File: src/rtl/mips_hazard_scoreboard_if.sv
// Decode-stage hazard-check bus between the decode stage and the scoreboard.
interface mips_hazard_scoreboard_if #(
    parameter int unsigned REG_ADDR_W = 5,
    parameter int unsigned NUM_SRC    = 2,
    parameter int unsigned LONG_LAT   = 5
);
    localparam int unsigned CNT_W = $clog2(LONG_LAT + 1);

    logic                          issue_valid_D;
    logic                          long_start_D;
    logic [NUM_SRC*REG_ADDR_W-1:0] src_addr_D;
    logic [NUM_SRC-1:0]            src_used_D;
    logic [REG_ADDR_W-1:0]         dest_addr_D;
    logic                          reg_write_D;
    logic                          stall;
    logic [2:0]                    stall_cause;
    logic [CNT_W-1:0]              inflight_cnt;
    logic                          wdog_trip;

    modport master (
        output issue_valid_D, long_start_D, src_addr_D, src_used_D, dest_addr_D, reg_write_D,
        input  stall, stall_cause, inflight_cnt, wdog_trip
    );

    modport slave (
        input  issue_valid_D, long_start_D, src_addr_D, src_used_D, dest_addr_D, reg_write_D,
        output stall, stall_cause, inflight_cnt, wdog_trip
    );
endinterface

File: src/rtl/mips_hazard_scoreboard.sv
// Long-latency op scoreboard: RAW, write-port and WAW stall detection for decode.
// Optional stall watchdog enabled by defining MIPS_STALL_WDOG_EN.
module mips_hazard_scoreboard #(
    parameter int unsigned REG_ADDR_W = 5,
    parameter int unsigned NUM_SRC    = 2,
    parameter int unsigned LONG_LAT   = 5,
    parameter int unsigned SHORT_LAT  = 2,
    parameter int unsigned WDOG_LIMIT = 16
) (
    input  logic                     clk,
    input  logic                     rst,
    mips_hazard_scoreboard_if.slave  dif
);
    localparam int unsigned CNT_W    = $clog2(LONG_LAT + 1);
    localparam int unsigned PORT_STG = LONG_LAT - SHORT_LAT - 1;

    if ((LONG_LAT <= SHORT_LAT) || (SHORT_LAT < 1) || (WDOG_LIMIT < 1)) begin : g_param_check
        $error("mips_hazard_scoreboard: illegal latency or watchdog parameters");
    end

    logic [LONG_LAT-1:0]   vld_q;
    logic [REG_ADDR_W-1:0] dst_q [LONG_LAT];
    logic [CNT_W-1:0]      cnt_q;

    logic                  raw_c;
    logic                  port_c;
    logic                  waw_c;
    logic                  raw_stall_c;
    logic                  stall_c;
    logic                  short_wr_c;
    logic                  load_c;
    logic [LONG_LAT-1:0]   vld_d;
    logic [CNT_W-1:0]      cnt_d;

    assign short_wr_c = dif.issue_valid_D && dif.reg_write_D && !dif.long_start_D;

    // Hazard detection against in-flight long ops; the last stage is covered by write-through.
    always_comb begin
        raw_c = 1'b0;
        waw_c = 1'b0;
        for (int k = 0; k < int'(NUM_SRC); k++) begin
            for (int i = 0; i < int'(LONG_LAT) - 1; i++) begin
                if (dif.src_used_D[k] &&
                    (dif.src_addr_D[k*REG_ADDR_W +: REG_ADDR_W] != '0) &&
                    vld_q[i] &&
                    (dif.src_addr_D[k*REG_ADDR_W +: REG_ADDR_W] == dst_q[i])) begin
                    raw_c = 1'b1;
                end
            end
        end
        raw_c = raw_c && dif.issue_valid_D;
        for (int i = 0; i < int'(PORT_STG); i++) begin
            if (vld_q[i] && (dst_q[i] == dif.dest_addr_D)) begin
                waw_c = 1'b1;
            end
        end
        waw_c  = waw_c && short_wr_c && (dif.dest_addr_D != '0);
        port_c = short_wr_c && vld_q[PORT_STG];
    end

    assign raw_stall_c = raw_c || port_c || waw_c;
    assign load_c      = dif.issue_valid_D && dif.long_start_D && !stall_c;
    assign vld_d       = {vld_q[LONG_LAT-2:0], load_c};

    // Occupancy of the next shift-register state, registered with the valid bits.
    always_comb begin
        cnt_d = '0;
        for (int i = 0; i < int'(LONG_LAT); i++) begin
            cnt_d = cnt_d + CNT_W'(vld_d[i]);
        end
    end

    always_ff @(posedge clk) begin
        if (rst) begin
            vld_q <= '0;
            cnt_q <= '0;
            for (int i = 0; i < int'(LONG_LAT); i++) begin
                dst_q[i] <= '0;
            end
        end else begin
            vld_q    <= vld_d;
            cnt_q    <= cnt_d;
            dst_q[0] <= load_c ? dif.dest_addr_D : '0;
            for (int i = 1; i < int'(LONG_LAT); i++) begin
                dst_q[i] <= dst_q[i-1];
            end
        end
    end

`ifdef MIPS_STALL_WDOG_EN
    localparam int unsigned WD_W = $clog2(WDOG_LIMIT + 1);

    logic [WD_W-1:0] wd_cnt_q;
    logic            trip_q;
    logic            wd_fire_c;

    // Release one stall cycle after WDOG_LIMIT consecutive stalled cycles.
    assign wd_fire_c = raw_stall_c && (wd_cnt_q == WD_W'(WDOG_LIMIT));
    assign stall_c   = raw_stall_c && !wd_fire_c;

    always_ff @(posedge clk) begin
        if (rst) begin
            wd_cnt_q <= '0;
            trip_q   <= 1'b0;
        end else begin
            if (!raw_stall_c || wd_fire_c) begin
                wd_cnt_q <= '0;
            end else begin
                wd_cnt_q <= wd_cnt_q + WD_W'(1);
            end
            if (wd_fire_c) begin
                trip_q <= 1'b1;
            end
        end
    end

    assign dif.wdog_trip = trip_q || wd_fire_c;
`else
    assign stall_c       = raw_stall_c;
    assign dif.wdog_trip = 1'b0;
`endif

    assign dif.stall        = stall_c;
    assign dif.stall_cause  = {waw_c, port_c, raw_c};
    assign dif.inflight_cnt = cnt_q;
endmodule

File: src/flat_wrapper.sv
// flat-port wrapper written by rule: the top's interface ports become plain ports
module mips_hazard_scoreboard_flat 
#(
    parameter int unsigned REG_ADDR_W = 5,
    parameter int unsigned NUM_SRC    = 2,
    parameter int unsigned LONG_LAT   = 5,
    parameter int unsigned SHORT_LAT  = 2,
    parameter int unsigned WDOG_LIMIT = 16
)
  (clk, rst, dif_issue_valid_D, dif_long_start_D, dif_src_addr_D, dif_src_used_D, dif_dest_addr_D, dif_reg_write_D, dif_stall, dif_stall_cause, dif_inflight_cnt, dif_wdog_trip);
  mips_hazard_scoreboard_if #(.REG_ADDR_W(REG_ADDR_W), .NUM_SRC(NUM_SRC), .LONG_LAT(LONG_LAT)) dif_i ();
  input  logic clk;
  input  logic rst;
  input wire logic [$bits(dif_i.issue_valid_D)-1:0] dif_issue_valid_D;
  input wire logic [$bits(dif_i.long_start_D)-1:0] dif_long_start_D;
  input wire logic [$bits(dif_i.src_addr_D)-1:0] dif_src_addr_D;
  input wire logic [$bits(dif_i.src_used_D)-1:0] dif_src_used_D;
  input wire logic [$bits(dif_i.dest_addr_D)-1:0] dif_dest_addr_D;
  input wire logic [$bits(dif_i.reg_write_D)-1:0] dif_reg_write_D;
  output wire logic [$bits(dif_i.stall)-1:0] dif_stall;
  output wire logic [$bits(dif_i.stall_cause)-1:0] dif_stall_cause;
  output wire logic [$bits(dif_i.inflight_cnt)-1:0] dif_inflight_cnt;
  output wire logic [$bits(dif_i.wdog_trip)-1:0] dif_wdog_trip;
  assign dif_i.issue_valid_D = dif_issue_valid_D;
  assign dif_i.long_start_D = dif_long_start_D;
  assign dif_i.src_addr_D = dif_src_addr_D;
  assign dif_i.src_used_D = dif_src_used_D;
  assign dif_i.dest_addr_D = dif_dest_addr_D;
  assign dif_i.reg_write_D = dif_reg_write_D;
  assign dif_stall = dif_i.stall;
  assign dif_stall_cause = dif_i.stall_cause;
  assign dif_inflight_cnt = dif_i.inflight_cnt;
  assign dif_wdog_trip = dif_i.wdog_trip;
  mips_hazard_scoreboard #(.REG_ADDR_W(REG_ADDR_W), .NUM_SRC(NUM_SRC), .LONG_LAT(LONG_LAT), .SHORT_LAT(SHORT_LAT), .WDOG_LIMIT(WDOG_LIMIT)) u_core (.clk(clk), .rst(rst), .dif(dif_i));
endmodule
File: config.mk
export PLATFORM = sky130hd
export DESIGN_NAME = mips_hazard_scoreboard_flat
export DESIGN_NICKNAME = d
export VERILOG_FILES = /design/src/rtl/mips_hazard_scoreboard_if.sv /design/src/rtl/mips_hazard_scoreboard.sv /design/src/flat_wrapper.sv
export SDC_FILE = /design/constraint.sdc
export NUM_CORES = 1
export LEC_CHECK = 0
export ABC_AREA = 1
export CAP_MARGIN = 15
export CELL_PAD_IN_SITES_DETAIL_PLACEMENT = 0
export CELL_PAD_IN_SITES_GLOBAL_PLACEMENT = 1
export CORE_MARGIN = 3
export CORE_UTILIZATION = 35
export DETAILED_ROUTE_END_ITERATION = 6
export PLACE_DENSITY_LB_ADDON = 0.1
export SYNTH_ARGS = -nofsm -noshare
export SYNTH_HDL_FRONTEND = slang
export SYNTH_SLANG_ARGS = --single-unit
File: constraint.sdc
create_clock -name clk -period 3.4 [get_ports clk]
set_input_delay 0.51 -clock clk [delete_from_list [all_inputs] [get_ports clk]]
set_output_delay 0.51 -clock clk [all_outputs]
set_load 0.03 [all_outputs]
==> results.sh <==
export IMPL_status="complete, no violations"
export IMPL_fin_crit_sh_pct=95.0
export IMPL_power_leakage_nw=1.10
export IMPL_place_congestion=0.858
export IMPL_ant_nets=0
export IMPL_clock_fmax_mhz=309
export IMPL_grtUsageTotal_pct=17.4
export IMPL_comb_power_share_pct=19.1
export IMPL_holdBufCountCts=0
export IMPL_syn_to_final_growth_pct=25.1
export IMPL_hold_ws_ns=0.487
export IMPL_wl_per_cell_um=12.3
export IMPL_htreeDepth=1
export IMPL_die_w_um=76.3
export IMPL_postCtsSetupBuffers=0
export IMPL_grt_max_degree=16
export IMPL_cts_buffers=3
export IMPL_ys_warnings_count=0
export IMPL_final_core_util_pct=47.5
export IMPL_yosysTopAreaCellShare_pct=31.2
export IMPL_critPathCaptureType="output pin"
export IMPL_regToRegEndpoint="u_core.dif.inflight_cnt[1]"
export IMPL_powerDensity_mw_per_mm2=296
export IMPL_dp_slack_ns=-0.127
export IMPL_nets=359
export IMPL_synth_nets=324
export IMPL_layout_drive_gt1_share_pct=7.51
export IMPL_worst_r2r_startpoint="u_core.dst_q[0][13]"
export IMPL_setup_slack_ns=0.169
export IMPL_ys_types=24
export IMPL_cts_path_max_buffers=2
export IMPL_drt_pass1_iter_count=4
export IMPL_ys_seq_area_share_pct=31.2
export IMPL_hold_viol=0
export IMPL_hold_end="u_core.dst_q[0][19]"
export IMPL_worst_slew_pin_slew_ns=0.662
export IMPL_hold_path_startpoint="u_core.dst_q[0][14]"
export IMPL_ys_ff_latch=27
export IMPL_synthesis_area_mm2=0.00173
export IMPL_r2r_setup_slack_ns=0.66
export IMPL_num_antenna_cells=0
export IMPL_power_switching_mw=0.184
export IMPL_synthCells=299
export IMPL_core_rowCount=24
export IMPL_viasPerCell=4.47
export IMPL_routed_wl_um=4900
export IMPL_synth_top_area_cell="dfxtp_1"
export IMPL_pwr_share_clk_pct=29.7
export IMPL_max_slew_margin_rel_pct=55.7
export IMPL_start_util_pct=37.9
export IMPL_final_cell_count_no_fill=398
export IMPL_internal_power_mw=0.458
export IMPL_setup_viol=0
export IMPL_drc=0
export IMPL_via_count=1780
export IMPL_worstSetupPathType="input pin to output pin"
export IMPL_dp_cells=394
export IMPL_rsz0062_at_grt="no"
export IMPL_path_max_fanout=5
export IMPL_cp_required_ns=2.89
export IMPL_maxSlewViolCount=0
export IMPL_clock_root_buffer="clkbuf_8"
export IMPL_cts_resized=0
export IMPL_tns_ns=0
export IMPL_drtIter0Drc=84
export IMPL_peakVddDrop_mv=0.209
export IMPL_boundaryPins=30
export IMPL_worst_setup_path_start_kind="input pin"
export IMPL_antenna_found_initial=0
export IMPL_final_cell_mix="nand2_1, nor2_1, inv_1, dfxtp_1, clkdlybuf4s50_1"
export IMPL_hold_path_class="register to register"
export IMPL_fin_crit_ns=3.23
export IMPL_min_path_cells=2
export IMPL_cts_sinks=27
export IMPL_core_area_mm2=0.00456
export IMPL_overflow=0
export IMPL_die_h_um=76.3
export IMPL_die_area_mm2=0.00583
export IMPL_clk_latency_ns=0.28
export IMPL_grt_pass1_wl_um=8240
export IMPL_switching_share_pct=28.6
export IMPL_mostFrequentLayoutCell="nand2_1"
export IMPL_io_buffers=28
export IMPL_clk_pin_slew_ns=0.10
export IMPL_cap_viol_max_count=0
export IMPL_netlist_top_cells_area="dfxtp_1, nand2_1, nor2_1"
export IMPL_critPathArrivalTime_ns=2.72
export IMPL_power_share_sequential_pct=51.1
export IMPL_skew_ns=0.00102
export IMPL_r2r_cells=15
export IMPL_grt_pass1_vias=1643
export IMPL_dp_hpwl_um=4020
export IMPL_syn_avg_cell_area_um2=5.79
export IMPL_cts_tree="done"
## registers in the layout, indices dropped and copies added, names as in the netlist
register                 cells
u_core.dst_q                20
u_core.vld_q                 4
u_core.dif.inflight_cnt      3
## per-layer routing
layer	global-route usage, %	share of wire [%]	vias to the layer above
li1	-	-	963
met3	2.84	3.5	2
met4	2.72	0.55	0
met1	24.0	50	783
met2	29.2	46	32
met5	0	0	-
## through the flow
step | total power, mW | instance area, um^2
CTS | 0.646 | 2160
global route | 0.679 | 2170
finish | 0.642 | 2170
global placement | 0.459 | 2120
detailed placement | 0.459 | 2120
floorplan | 0.399 | 1730
## power groups by stage
stage	clock (mW)	combinational, mW	sequential [mW]
floorplan	0	0.0626	0.336
global placement	0	0.123	0.336
detailed placement	0	0.123	0.336
CTS	0.194	0.124	0.328
global route	0.211	0.139	0.329
finish	0.191	0.123	0.328
## how the worst max path moves through the flow
stage	from	endpoint	slack (ns)	cells after the start
after floorplan	dif_src_addr_D[3]	u_core.dif.inflight_cnt[1]	0.71	16
after global placement	dif_src_addr_D[1]	u_core.dif.inflight_cnt[1]	-0.03	17
after detailed placement	dif_src_addr_D[1]	u_core.dif.inflight_cnt[1]	-0.13	17
after CTS	dif_src_addr_D[9]	dif_stall	0.07	13
after global routing	dif_src_addr_D[5]	dif_stall_cause[0]	0.007	13
final	dif_src_addr_D[1]	dif_stall_cause[0]	0.17	13
## kinds of logic after synthesis
logic type	synth area share [%]
fa+ha+maj	3.03
simple gates	42.6
xor+xnor	1.01
flops	31.2
compound gates	8.89
other cells	0.217
buf+inv	13.0
## cell usage after synthesis (all sizes together)
library cell	number
o21ai	15
o22ai	6
nand2	103
buf	4
inv	50
o21bai	1
dfxtp	27
clkbuf	2
nor3	1
nand4	3
nand3	12
conb	1
ha	1
xor2	2
nor2	66
a21oi	3
fa	2
## final cells by class
type                    count  area (um^2)
well taps                  65         81.3
clock inverters             1         5.00
clock buffers               3         41.3
flip-flops and latches     27          541
inverters                  50          188
multi-input cells         216          966
repair buffers             36          345
fillers                   539         2400
## worst max-delay path, stage by stage
cell             delay, ns
clkdlybuf4s50_1       0.61
inv_2                 0.11
nand2_1               0.07
nand2_1               0.06
nor2_1                0.11
nand3_1               0.08
nand2_1               0.09
o21bai_2              0.07
nand2_1               0.10
nand2_2               0.06
buf_4                 0.14
inv_1                 0.05
clkdlybuf4s50_1       0.66
(Power assumes the default switching activity.)
